[src/rtl/ext_bus_timer_slave.sv]
// ext_bus_timer_slave
//
// Memory-mapped timer/compare peripheral on the external bus. It accepts one
// enable/write/size/address/data transfer at a time and completes it with a
// one-cycle ready pulse after WAIT_STATES wait cycles. It also drives a level
// interrupt (IE & MATCH), which the MMU clears with an acknowledge pulse.
//
// Register map (word offset addr[3:2] inside the 16-byte window at BASE_ADDR):
//   0x0 CTRL    [0] EN, [1] IE, [2] AUTO_RELOAD, [31:16] PRESCALE
//   0x4 COUNT
//   0x8 COMPARE
//   0xC STATUS  [0] MATCH, [1] OVF (write-1-to-clear)
//
// Ports:
//   clk         in   single clock, rising edge
//   reset       in   asynchronous, active-high
//   bus_en_i    in   transfer request, held until bus_rdy_o is seen
//   bus_we_i    in   1 = write, 0 = read
//   bus_size_i  in   00 byte, 01 half, 10/11 word
//   bus_addr_i  in   byte address
//   bus_data_i  in   right-justified write data
//   bus_data_o  out  right-justified read data, 0 unless bus_rdy_o
//   bus_rdy_o   out  one-cycle transfer-complete pulse
//   intr_o      out  level interrupt to the MMU
//   intr_ack_i  in   interrupt acknowledge pulse
//
// The register layout assumes DATA_WIDTH = 32.

module ext_bus_timer_slave #(
    parameter int unsigned ADDR_WIDTH  = 16,
    parameter int unsigned DATA_WIDTH  = 32,
    parameter logic [ADDR_WIDTH-1:0] BASE_ADDR = 16'hF000,
    parameter int unsigned WAIT_STATES = 2
) (
    input  logic                  clk,
    input  logic                  reset,
    input  logic                  bus_en_i,
    input  logic                  bus_we_i,
    input  logic [1:0]            bus_size_i,
    input  logic [ADDR_WIDTH-1:0] bus_addr_i,
    input  logic [DATA_WIDTH-1:0] bus_data_i,
    output logic [DATA_WIDTH-1:0] bus_data_o,
    output logic                  bus_rdy_o,
    output logic                  intr_o,
    input  logic                  intr_ack_i
);

    typedef enum logic [1:0] {StIdle, StWait, StAck, StHold} state_e;

    localparam logic [DATA_WIDTH-1:0] CtrlMask = 32'hFFFF_0007;

    state_e                  state_q, state_d;
    logic [3:0]              wait_cnt_q, wait_cnt_d;
    logic                    latch_req;

    logic                    req_we_q;
    logic [1:0]              req_size_q;
    logic [ADDR_WIDTH-1:0]   req_addr_q;
    logic [DATA_WIDTH-1:0]   req_data_q;

    logic [DATA_WIDTH-1:0]   ctrl_q, ctrl_d;
    logic [DATA_WIDTH-1:0]   count_q, count_d;
    logic [DATA_WIDTH-1:0]   compare_q, compare_d;
    logic                    match_q, match_d;
    logic                    ovf_q, ovf_d;
    logic [15:0]             pre_q, pre_d;

    // ------------------------------------------------------------------
    // Bus FSM
    // ------------------------------------------------------------------
    always_comb begin
        state_d    = state_q;
        wait_cnt_d = wait_cnt_q;
        latch_req  = 1'b0;
        unique case (state_q)
            StIdle: begin
                if (bus_en_i) begin
                    latch_req  = 1'b1;
                    wait_cnt_d = WAIT_STATES[3:0];
                    state_d    = (WAIT_STATES == 0) ? StAck : StWait;
                end
            end
            StWait: begin
                // One WAIT cycle per wait state; the <= guards a zero count.
                if (wait_cnt_q <= 4'd1) begin
                    state_d = StAck;
                end else begin
                    wait_cnt_d = wait_cnt_q - 4'd1;
                end
            end
            StAck: begin
                state_d = StHold;
            end
            StHold: begin
                // Wait for the master to release the enable so a held
                // request is never serviced twice.
                if (!bus_en_i) begin
                    state_d = StIdle;
                end
            end
            default: state_d = StIdle;
        endcase
    end

    always_ff @(posedge clk or posedge reset) begin
        if (reset) begin
            state_q    <= StIdle;
            wait_cnt_q <= 4'd0;
            req_we_q   <= 1'b0;
            req_size_q <= 2'b00;
            req_addr_q <= '0;
            req_data_q <= '0;
        end else begin
            state_q    <= state_d;
            wait_cnt_q <= wait_cnt_d;
            if (latch_req) begin
                req_we_q   <= bus_we_i;
                req_size_q <= bus_size_i;
                req_addr_q <= bus_addr_i;
                req_data_q <= bus_data_i;
            end
        end
    end

    // ------------------------------------------------------------------
    // Decode and lane alignment of the latched request
    // ------------------------------------------------------------------
    logic                  ack;
    logic                  in_window;
    logic [1:0]            reg_sel;
    logic [1:0]            lane;
    logic                  wr_fire;
    logic                  wr_ctrl, wr_count, wr_compare, wr_status;
    logic [DATA_WIDTH-1:0] wmask;
    logic [DATA_WIDTH-1:0] wdata_al;
    logic [DATA_WIDTH-1:0] rd_word;

    assign ack       = (state_q == StAck);
    assign in_window = (req_addr_q[ADDR_WIDTH-1:4] == BASE_ADDR[ADDR_WIDTH-1:4]);
    assign reg_sel   = req_addr_q[3:2];
    assign lane      = req_addr_q[1:0];
    assign wr_fire   = ack && req_we_q && in_window;

    assign wr_ctrl    = wr_fire && (reg_sel == 2'd0);
    assign wr_count   = wr_fire && (reg_sel == 2'd1);
    assign wr_compare = wr_fire && (reg_sel == 2'd2);
    assign wr_status  = wr_fire && (reg_sel == 2'd3);

    // Place the right-justified write data into its byte lanes; wmask marks
    // which lanes the transfer actually touches.
    always_comb begin
        wmask    = '0;
        wdata_al = '0;
        case (req_size_q)
            2'b00: begin
                wmask    = 32'h0000_00FF << {lane, 3'b000};
                wdata_al = {24'h0, req_data_q[7:0]} << {lane, 3'b000};
            end
            2'b01: begin
                if (lane[1]) begin
                    wmask    = 32'hFFFF_0000;
                    wdata_al = {req_data_q[15:0], 16'h0};
                end else begin
                    wmask    = 32'h0000_FFFF;
                    wdata_al = {16'h0, req_data_q[15:0]};
                end
            end
            default: begin
                wmask    = '1;
                wdata_al = req_data_q;
            end
        endcase
    end

    function automatic logic [DATA_WIDTH-1:0] merge(input logic [DATA_WIDTH-1:0] old,
                                                    input logic [DATA_WIDTH-1:0] data,
                                                    input logic [DATA_WIDTH-1:0] mask);
        return (old & ~mask) | (data & mask);
    endfunction

    always_comb begin
        rd_word = '0;
        case (reg_sel)
            2'd0:    rd_word = ctrl_q;
            2'd1:    rd_word = count_q;
            2'd2:    rd_word = compare_q;
            default: rd_word = {30'h0, ovf_q, match_q};
        endcase
    end

    assign bus_rdy_o  = ack;
    assign bus_data_o = (ack && !req_we_q && in_window) ? (rd_word >> {lane, 3'b000}) : '0;

    // ------------------------------------------------------------------
    // Timer
    // ------------------------------------------------------------------
    logic        ctrl_en;
    logic        ctrl_ie;
    logic        ctrl_auto;
    logic [15:0] prescale;
    logic        tick;
    logic        set_match, set_ovf;
    logic [1:0]  w1c;

    assign ctrl_en   = ctrl_q[0];
    assign ctrl_ie   = ctrl_q[1];
    assign ctrl_auto = ctrl_q[2];
    assign prescale  = ctrl_q[31:16];
    assign tick      = ctrl_en && (pre_q == prescale);

    assign set_match = tick && (count_q == compare_q);
    assign set_ovf   = tick && (count_q == '1);
    assign w1c       = wr_status ? (wdata_al[1:0] & wmask[1:0]) : 2'b00;

    always_comb begin
        ctrl_d    = wr_ctrl ? (merge(ctrl_q, wdata_al, wmask) & CtrlMask) : ctrl_q;
        compare_d = wr_compare ? merge(compare_q, wdata_al, wmask) : compare_q;

        pre_d = pre_q;
        if (wr_ctrl) begin
            pre_d = '0;
        end else if (ctrl_en) begin
            pre_d = tick ? 16'd0 : pre_q + 16'd1;
        end

        // A bus write wins over the tick; all-ones wraps to 0 via the +1.
        count_d = count_q;
        if (wr_count) begin
            count_d = merge(count_q, wdata_al, wmask);
        end else if (tick) begin
            count_d = (set_match && ctrl_auto) ? '0 : count_q + 32'd1;
        end

        // Setting a flag wins over clearing it in the same cycle.
        match_d = set_match | (match_q & ~(w1c[0] | intr_ack_i));
        ovf_d   = set_ovf   | (ovf_q   & ~w1c[1]);
    end

    always_ff @(posedge clk or posedge reset) begin
        if (reset) begin
            ctrl_q    <= '0;
            count_q   <= '0;
            compare_q <= '0;
            match_q   <= 1'b0;
            ovf_q     <= 1'b0;
            pre_q     <= '0;
        end else begin
            ctrl_q    <= ctrl_d;
            count_q   <= count_d;
            compare_q <= compare_d;
            match_q   <= match_d;
            ovf_q     <= ovf_d;
            pre_q     <= pre_d;
        end
    end

    assign intr_o = ctrl_ie & match_q;

endmodule
[config.mk]
export PLATFORM = sky130hd
export DESIGN_NAME = ext_bus_timer_slave
export DESIGN_NICKNAME = d
export VERILOG_FILES = /design/src/rtl/ext_bus_timer_slave.sv
export SDC_FILE = /design/constraint.sdc
export NUM_CORES = 1
export LEC_CHECK = 0
export CORE_MARGIN = 2
export CORE_UTILIZATION = 45
export DETAILED_ROUTE_END_ITERATION = 10
export HOLD_SLACK_MARGIN = 0.15
export PLACE_DENSITY = 0.67
export SYNTH_ARGS = -nofsm -noshare
export SYNTH_HDL_FRONTEND = slang
export SYNTH_SLANG_ARGS = --single-unit
[constraint.sdc]
create_clock -name clk -period 5.15 [get_ports clk]
set_clock_uncertainty 0.2 [all_clocks]
set_input_delay 0.7725 -clock clk [delete_from_list [all_inputs] [get_ports clk]]
set_output_delay 0.7725 -clock clk [all_outputs]
set_load 0.02 [all_outputs]
---- Yosys cells after proc, flatten, opt, wreduce, memory -nomap -nowiden ----
Index checks and enable logic that the tools add are counted.
operators by class
  $lt $le $gt $ge ......................... 1
  reductions and logical operators ........ 21
  mux-type cells .......................... 22
  bitwise operators ....................... 17
  equality and inequality tests ........... 15
  multiply operators ...................... 0
  $add $sub $neg .......................... 3
  div/mod/pow operators ................... 0
  shift operators ......................... 3
operators with widths
  operator                                                                number
  32-bit two-way mux                                                      6
  32-bit bitwise AND                                                      4
  32-bit case mux with 2 select lines                                     2
  32-bit bitwise OR                                                       3
  32-bit case mux with 3 select lines                                     1
  16-bit two-way mux                                                      3
  32-bit by 1-bit adder with 32-bit output (second input constant)        1
  32-bit equality test                                                    1
  32-bit equality test (second input constant)                            1
  32-bit NOT                                                              1
  8-bit by 5-bit left shift with 32-bit output                            1
  8-bit by 5-bit left shift with 32-bit output (first input constant)     1
  32-bit by 5-bit >> shifter with 32-bit output                           1
  16-bit by 1-bit adder with 16-bit output (second input constant)        1
  16-bit equality test                                                    1
  12-bit equality test (second input constant)                            1
  1-bit logical AND                                                       12
  2-bit equality test (second input constant)                             4
  2-bit two-way mux                                                       4
  4-bit two-way mux                                                       2
  2-bit inequality test (second input constant)                           4
  2-bit case mux with 4 select lines                                      1
  4-bit case mux with 2 select lines                                      1
  2-bit by 1-bit equality test with 1-bit output (second input constant)  3
  other kinds (11)                                                        22
storage, ports and cells
  output and inout port bits .............. 34
  memories kept ........................... 0
  ROM bits ................................ 0
  bits of input ports ..................... 55
  latch bits .............................. 0
  bits in writable memories ............... 0
  register bits ........................... 158

---- Depth between registers and ports, before layout ----
Gate-level depths: netlist of run 1.
  depth in word-level cells ............... 9
  gate-level depth with buffers ........... 11
  mapped depth without buffers ............ 8

---- Least setup slack after synthesis of run 1 ----
No wires, ideal clock.
  path kind ............................... flip-flop to output port
  start ................................... register state_q[0]
  end ..................................... output bus_data_o[24]
  stages on the path, launching flop included .. 11
  slack ................................... 1.567 ns
  data required time ...................... 4.178 ns
  data arrival time ....................... 2.611 ns
  cell sequence ........................... dfrtp_1 inv_1 ha_1 nor4bb_1 and4_1 nand2b_1 nand2b_1 clkbuf_1 or3_1 clkbuf_1 nor2b_1
between the ends
  word-level cells in the longest chain between the ends .. 4
ends and longest elaborated chain
  element                          RTL line  text
  start, declared                  52        state_e state_q, state_d;
  start signal, assigned           107       state_q <= StIdle;
  start signal, assigned           114       state_q <= state_d;
  2-bit equality test              138       assign ack = (state_q == StAck);
  via bus_rdy_o                    43        output logic bus_rdy_o,
  1-bit logical AND (2 in series)  192       assign bus_data_o = (ack && !req_we_q && in_window) ? (rd_word >> {lane, 3'b000}) : '0;
  32-bit two-way mux               192
  end, declared                    42        output logic [DATA_WIDTH-1:0] bus_data_o,
The timed path passes the listed nets, and every way through them passes these cells.

---- Worst setup path in the final report of run 1 ----
  start ................................... register state_q[0]
  end ..................................... output bus_data_o[25]
between the ends
  word-level cells in the longest chain between the ends .. 4
ends and longest elaborated chain
  element                          RTL line
  2-bit equality test              138
  1-bit logical AND (2 in series)  192
  32-bit two-way mux               192
Every way passes these cells.

==> flow_summary.rst, run 1 <==
.. list-table::
   :header-rows: 1

   * - Metric
     - Value
   * - Run status
     - finished, final reports clean
   * - Max-cap violation count
     - 0
   * - Top-level port count
     - 89
   * - Power, Total
     - 4.730 mW
   * - Max Root-Sink Buffers
     - 2
   * - H-tree depth
     - 4
   * - # DRC
     - 0
   * - Largest fanout on the critical path
     - 17
   * - Syn-to-layout area delta
     - 16.80%
   * - Pin count of the biggest net entering global routing
     - 98
   * - Number of max-slew violations in the final report
     - 0
   * - Starting utilization of the core area
     - 45.95%
   * - Worst Setup End Kind
     - output pin
   * - Hold-fix buffer count after cts
     - 0
   * - RSZ-0062 raised after global routing
     - false
   * - Worst hold path depth
     - 1
   * - Worst slew pin tran
     - 1205 ps
   * - Worst reg2reg path startpoint
     - req_addr_q[3]$_DFFE_PP0P_
   * - Depth of the worst register-to-register path
     - 8
   * - Maximum ir drop on the vdd rail
     - 0.3226 mV
   * - Proportion of synthesized flip-flops having asynchronous set or reset
     - 100.0%
   * - Global-route wire length before repair
     - 49.56 mm
   * - GR Util All Layers
     - 29.54%
   * - Yosys cell types
     - 68
   * - Mean area per synthesized cell
     - 9.219 µm²
   * - TritonCTS sink count
     - 158
   * - Final critical-path share of the clock period
     - 93.56%
   * - Post-synth EDFFs
     - 0
   * - Clock edge transition at the registers on the reported setup and hold paths
     - 80 ps
   * - Total die area
     - 22720 µm²
   * - Post-placement cell count
     - 1350
   * - Leakage power
     - 4.495 nW
   * - Origin of the worst min-delay path
     - req_data_q[24]$_DFFE_PP0P_
   * - Synthesized netlist cell count
     - 1051
   * - TritonCTS buffer count
     - 17
   * - Worst Path Arrival
     - 3850 ps
   * - Iteration count of the initial detailed-routing pass
     - 6
   * - Minimum period implied by the final worst setup slack
     - 4818 ps
   * - Count of final setup violators
     - 0
   * - Fraction of final layout cells with drive strength greater than 1
     - 11.74%
   * - Type of the tightest min-delay check
     - reg -> reg
   * - Via count
     - 8729
   * - Dpl ws
     - 798.6 ps
   * - Layout Utilization
     - 53.67%
   * - Hold Path Sink
     - req_data_q[24]$_DFFE_PP0P_
   * - Num rows
     - 53
   * - Prevailing post-synth register cell
     - sky130_fd_sc_hd__dfrtp_1
   * - CTS Root Cell
     - sky130_fd_sc_hd__clkbuf_16
   * - Via density
     - 6.316
   * - Area of all placed cells without fillers
     - 11320 µm²
   * - Flop2flop setup slack
     - 1340 ps
   * - Area of the core region
     - 21090 µm²
   * - Post-CTS Repair Setup Buffers
     - 0
   * - Worst slew margin relative to its limit
     - 19.30%
   * - Non-filler cells in the finished layout
     - 1382
   * - # port buffers
     - 88
   * - Worst hold margin
     - 307.6 ps
   * - Number of hold violations in the final report
     - 0
   * - Remaining Overflow, GRT
     - 0
   * - Ratio of total power to cell area
     - 418.0 nW/µm²
   * - Setup TNS
     - 0 ps
   * - Placed wire-length estimate
     - 24.22 mm
   * - First-iteration detailed-routing DRC count
     - 980
   * - Clock latency of the later-clocked register in the worst-skew pair
     - 440 ps
   * - Antenna Nets Post-Route
     - 0
   * - Routed wire length
     - 32.67 mm
   * - Ant diodes
     - 0
   * - Flop and latch count out of synthesis
     - 158
   * - Average routed wire per standard cell
     - 23.64 µm
   * - Overall die width
     - 150.7 µm
   * - Placer's final routability congestion estimate
     - 1.019
   * - Cell area after synthesis
     - 9689 µm²
   * - Antenna violations before repair
     - 0
   * - WP data required
     - 4180 ps
   * - Placed standard-cell area
     - 10730 µm²
   * - Gates resized, CTS repair
     - 0
   * - Peak clock frequency supported by timing
     - 207.5 MHz
   * - Kind of start point of the critical path
     - flop
   * - Total of warnings raised by yosys
     - 0
   * - Final net count
     - 1157
   * - Vertical die dimension
     - 150.7 µm
   * - Synthesized Nets
     - 1114
   * - Min setup slack post-route
     - 331.6 ps
   * - Sequential area share after synthesis
     - 40.81%
   * - Clock tree from TritonCTS
     - yes
   * - Via count of the first global-routing pass
     - 7900
   * - Class of the most critical setup path
     - reg -> out
-- worst max-delay path, stage by stage (launching register included) --
cell and delay [ps]:
sky130_fd_sc_hd__dfrtp_1 420, sky130_fd_sc_hd__inv_1 100, sky130_fd_sc_hd__ha_1 260, sky130_fd_sc_hd__nor4bb_1 350
sky130_fd_sc_hd__and4_1 350, sky130_fd_sc_hd__nand2b_1 70, sky130_fd_sc_hd__buf_4 190, sky130_fd_sc_hd__nand2b_1 330
sky130_fd_sc_hd__or3_1 570, sky130_fd_sc_hd__nor2_1 140, sky130_fd_sc_hd__clkdlybuf4s50_1 620
-- placed cells by master, fill, tap and decap left out, types with 26 or more instances in the layout --
master	netlist	routed
sky130_fd_sc_hd__clkdlybuf4s50_1	0	88
sky130_fd_sc_hd__mux2_2	65	65
sky130_fd_sc_hd__nor2_1	92	92
sky130_fd_sc_hd__dfrtp_1	158	158
sky130_fd_sc_hd__nor3_1	31	31
sky130_fd_sc_hd__a22oi_1	31	31
sky130_fd_sc_hd__nand4_1	27	27
sky130_fd_sc_hd__mux2i_1	26	26
sky130_fd_sc_hd__nand2_1	119	118
sky130_fd_sc_hd__a21oi_1	29	29
sky130_fd_sc_hd__xnor2_1	57	57
sky130_fd_sc_hd__o21ai_0	59	59
-- routing by layer --
layer  part of all wire, %  wire length, µm  GRT usage, %  vias to the layer above
met5                     0                0             0                        -
met4                   3.4             1113         10.79                        0
met3                   8.5             2792         4.939                       72
met2                    45            14590         44.25                      465
met1                    43            14180         43.01                     4248
li1                      -                -             -                     3944
-- final cells by class --
| cell class | count | area (µm²) |
|---|---|---|
| fill | 1945 | 9771 |
| multi-input combinational | 796 | 5350 |
| sequential | 158 | 3954 |
| timing repair buffer | 104 | 1013 |
| clock buffer | 17 | 425.4 |
| tap | 275 | 344.1 |
| clock inverter | 15 | 162.7 |
| inverter | 17 | 67.56 |
-- logic make-up after synthesis --
kind of cell	synth area share (%)
adder cells (fa/ha/maj)	1.033
AND/OR/NAND/NOR	19.56
AO/OA/AOI/OAI	17.99
XOR/XNOR	5.876
flip-flops	40.81
multiplexers	10.71
buffers and inverters	4.029
-- synthesized netlist by cell type, drive strengths merged (6+ instances only) --
cell	number	share of area (%)
a31oi	7	0.45
ha	8	1.0
nand3	20	1.0
inv	16	0.62
nor2	92	3.6
a221oi	14	1.3
mux2	65	7.6
nor3	31	1.6
and2	14	0.90
xnor2	57	5.2
a311oi	7	0.81
a21oi	29	1.5
buf	21	1.1
xor2	8	0.72
or3	8	0.52
o21ai	60	3.1
a2bb2oi	6	0.54
clkbuf	59	2.3
nor2b	8	0.52
dfrtp	158	41
nand2b	12	0.77
and3	10	0.65
o21a	6	0.46
a22oi	31	2.4
a211oi	10	0.83
a32oi	18	1.6
mux2i	26	2.7
nand4	28	1.9
nand2	119	4.6
and4	6	0.54
nor4	12	0.90
-- power by group --
part           switching [mW]  internal (mW)
sequential              0.328           1.47
combinational           0.974          0.670
clock                   0.636          0.652
total                    1.94           2.79
-- how the worst max path moves through the flow --
stage,startpoint,endpoint,slack (ps)
2_1_floorplan,state_q[0]$_DFFE_PP0P_,bus_data_o[24],1570
3_3_place_gp,state_q[0]$_DFFE_PP0P_,bus_data_o[26],910
3_5_place_dp,state_q[0]$_DFFE_PP0P_,bus_data_o[25],800
4_1_cts,state_q[0]$_DFFE_PP0P_,bus_data_o[25],330
6_report,state_q[0]$_DFFE_PP0P_,bus_data_o[25],330
5_1_grt,state_q[0]$_DFFE_PP0P_,bus_data_o[24],90
No activity file was read; power rests on OpenSTA's default activity.
==> run 2, diff against run 1 <==
Settings changed: ABC_CLOCK_PERIOD_IN_PS set to 5150, CAP_MARGIN set to 20.
==> run 2 against run 1 <==
- die area stayed put
- sequential share of layout area hardly changed
- core utilization hardly changed
- setup slack better by 4.9 ps
- maximum frequency is 0.10% higher
- flip-flop and latch count stayed put
- count of clock-buffer cells in the layout stayed put
- total power hardly changed
- hold slack better by 2.7 ps
- critical endpoint unchanged
- largest cell class unchanged
- largest power group unchanged
- highest routed layer unchanged
==> flow_summary.rst, run 2 (synthesized netlist as in run 1, its figures left out) <==
.. list-table::
   :header-rows: 1

   * - Metric
     - Value
   * - Run status
     - finished, final reports clean (unchanged)
   * - Count of final setup violators
     - 0 (unchanged)
   * - First-iteration detailed-routing DRC count
     - 1138 (was 980)
   * - Peak clock frequency supported by timing
     - 207.7 MHz (was 207.5 MHz)
   * - Placer's final routability congestion estimate
     - 1.019 (unchanged)
   * - Via density
     - 6.355 (was 6.316)
   * - Number of hold violations in the final report
     - 0 (unchanged)
   * - Via count
     - 8789 (was 8729)
   * - Leakage power
     - 4.499 nW (was 4.495 nW)
   * - Type of the tightest min-delay check
     - reg -> reg (unchanged)
   * - Worst hold margin
     - 310.3 ps (was 307.6 ps)
   * - # port buffers
     - 88 (unchanged)
   * - Vertical die dimension
     - 150.7 µm (unchanged)
   * - Ratio of total power to cell area
     - 417.8 nW/µm² (was 418.0 nW/µm²)
   * - Class of the most critical setup path
     - reg -> out (unchanged)
   * - Cell occurring most often along the worst timing path
     - sky130_fd_sc_hd__nand2b_1 (unchanged)
   * - # DRC
     - 0 (unchanged)
   * - Worst Setup End Kind
     - output pin (unchanged)
   * - Antenna Nets Post-Route
     - 0 (unchanged)
   * - Global routing usage on met3
     - 5.121% (was 4.939%)
   * - Via count of the first global-routing pass
     - 7946 (was 7900)
   * - Post-CTS Repair Setup Buffers
     - 0 (unchanged)
   * - RSZ-0062 raised after global routing
     - false (unchanged)
   * - Ant diodes
     - 0 (unchanged)
   * - Worst slew margin relative to its limit
     - 35.04% (was 19.30%)
   * - Global route hottest layer
     - met2 (unchanged)
   * - CP cell instances
     - inv_1 > ha_1 > nor4bb_1 > and4_1 > nand2b_1 > buf_4 > nand2b_1 > or3_1 > nor2_1 > clkdlybuf4s50_1 (unchanged)
   * - Number of max-slew violations in the final report
     - 0 (unchanged)
   * - Total die area
     - 22720 µm² (unchanged)
   * - Iteration count of the initial detailed-routing pass
     - 6 (unchanged)
   * - Syn-to-layout area delta
     - 16.88% (was 16.80%)
   * - H-tree depth
     - 4 (unchanged)
   * - GR Util met2
     - 43.32% (was 44.25%)
   * - Most common cell after layout, fill and taps aside
     - sky130_fd_sc_hd__dfrtp_1 (unchanged)
   * - Clock tree from TritonCTS
     - yes (unchanged)
   * - Placed wire-length estimate
     - 24.22 mm (about the same)
   * - Routed wire length
     - 32.59 mm (was 32.67 mm)
   * - Global-route wire length before repair
     - 49.25 mm (was 49.56 mm)
   * - Max-cap violation count
     - 0 (unchanged)
   * - Final critical-path share of the clock period
     - 93.47% (was 93.56%)
   * - Setup TNS
     - 0 ps (unchanged)
   * - Hold-fix buffer count after cts
     - 0 (unchanged)
   * - Crit-path slowest cell
     - sky130_fd_sc_hd__clkdlybuf4s50_1 (unchanged)
   * - Antenna violations before repair
     - 0 (unchanged)
   * - Fraction of final layout cells with drive strength greater than 1
     - 11.82% (was 11.74%)
   * - CTS Root Cell
     - sky130_fd_sc_hd__clkbuf_16 (unchanged)
   * - TritonCTS buffer count
     - 17 (unchanged)
   * - Area of all placed cells without fillers
     - 11320 µm² (about the same)
   * - Starting utilization of the core area
     - 45.95% (unchanged)
   * - Remaining Overflow, GRT
     - 0 (unchanged)
   * - Clock edge transition at the registers on the reported setup and hold paths
     - 70 ps (was 80 ps)
   * - Delay of the slowest cell on the worst path
     - 620 ps (about the same)
   * - GR Util All Layers
     - 29.48% (was 29.54%)
   * - Largest fanout on the critical path
     - 17 (unchanged)
   * - Worst slew pin tran
     - 974.5 ps (was 1205 ps)
   * - Min setup slack post-route
     - 336.5 ps (was 331.6 ps)
   * - Overall die width
     - 150.7 µm (unchanged)
   * - Kind of start point of the critical path
     - flop (unchanged)
   * - Worst Path Arrival
     - 3840 ps (was 3850 ps)
   * - Max Root-Sink Buffers
     - 2 (unchanged)
   * - Top-level port count
     - 89 (unchanged)
   * - Average routed wire per standard cell
     - 23.56 µm (was 23.64 µm)
   * - Clock latency of the later-clocked register in the worst-skew pair
     - 450 ps (was 440 ps)
   * - Final net count
     - 1158 (was 1157)
   * - Pin count of the biggest net entering global routing
     - 98 (unchanged)
   * - Num rows
     - 53 (unchanged)
   * - Minimum period implied by the final worst setup slack
     - 4814 ps (was 4818 ps)
   * - Gates resized, CTS repair
     - 0 (unchanged)
   * - Dpl ws
     - 813.1 ps (was 798.6 ps)
   * - TritonCTS sink count
     - 158 (unchanged)
   * - Top library cells by usage in the layout, fill and taps aside
     - sky130_fd_sc_hd__dfrtp_1, sky130_fd_sc_hd__nand2_1, sky130_fd_sc_hd__nor2_1, sky130_fd_sc_hd__clkdlybuf4s50_1, sky130_fd_sc_hd__mux2_2 (unchanged)
   * - Met1 Track Usage GR
     - 43.03% (was 43.01%)
   * - Area of the core region
     - 21090 µm² (unchanged)
   * - Placed standard-cell area
     - 10740 µm² (was 10730 µm²)
   * - WP data required
     - 4180 ps (about the same)
   * - Maximum ir drop on the vdd rail
     - 0.3226 mV (about the same)
run 2: routing by layer:
| layer | wire (µm) | part of all wire (%) |
|---|---|---|
| met1 | 14020 | 43 |
| met5 | 0 | 0 |
| met4 | 1269 | 3.9 |
| met2 | 14390 | 44 |
| met3 | 2907 | 8.9 |
run 2: cell type report:
| class | instances | area (µm²) |
|---|---|---|
| inverters | 17 | 67.56 |
| multi-input cells | 796 | 5350 |
| clock buffers | 17 | 425.4 |
| repair buffers | 105 | 1021 |
| well taps | 275 | 344.1 |
| flip-flops and latches | 158 | 3954 |
| fillers | 1940 | 9763 |
| clock inverters | 15 | 162.7 |
run 2: path summary, 6_finish.rpt:
check | cells past startpoint | endpoint | startpoint | slack (ps)
max in group asynchronous | 3 | async pin | reset | 3470
max reg2reg | 8 | flop | req_addr_q[3]$_DFFE_PP0P_ | 1360
min | 1 | req_data_q[17]$_DFFE_PP0P_ | req_data_q[17]$_DFFE_PP0P_ | 310
min reg2reg | 1 | req_data_q[17]$_DFFE_PP0P_ | req_data_q[17]$_DFFE_PP0P_ | 310
min in group asynchronous | 2 | req_data_q[29]$_DFFE_PP0P_ | reset | 360
max | 10 | bus_data_o[25] | state_q[0]$_DFFE_PP0P_ | 340
run 2: power by group:
group          internal, mW  switching, mW
logic                 0.670          0.983
clock network         0.651          0.628
registers              1.47          0.328
run 2: per-stage QoR:
stage                     power, mW  util, %  instances
after CTS                     4.694    53.70       1383
after floorplan               2.845        -       1051
after detailed placement      3.419    50.91       1351
after global placement        3.395    50.88       1350
after global routing          4.928    53.70       1383
final                         4.731    53.70       1383
run 2: worst max-delay path: cells and delay by family (launching register included):
| kind | cells | cell delay (ps) |
|---|---|---|
| and+or+nand+nor | 6 | 1800 |
| buffers and inverters | 3 | 910 |
| DFF | 1 | 410 |
| adders and majority gates | 1 | 270 |
==> run 3, diff against run 2 <==
Settings changed: CAP_MARGIN 20 to not set.
==> results of run 3 <==
The final DEF is identical to that of run 1; final timing and power are the same.
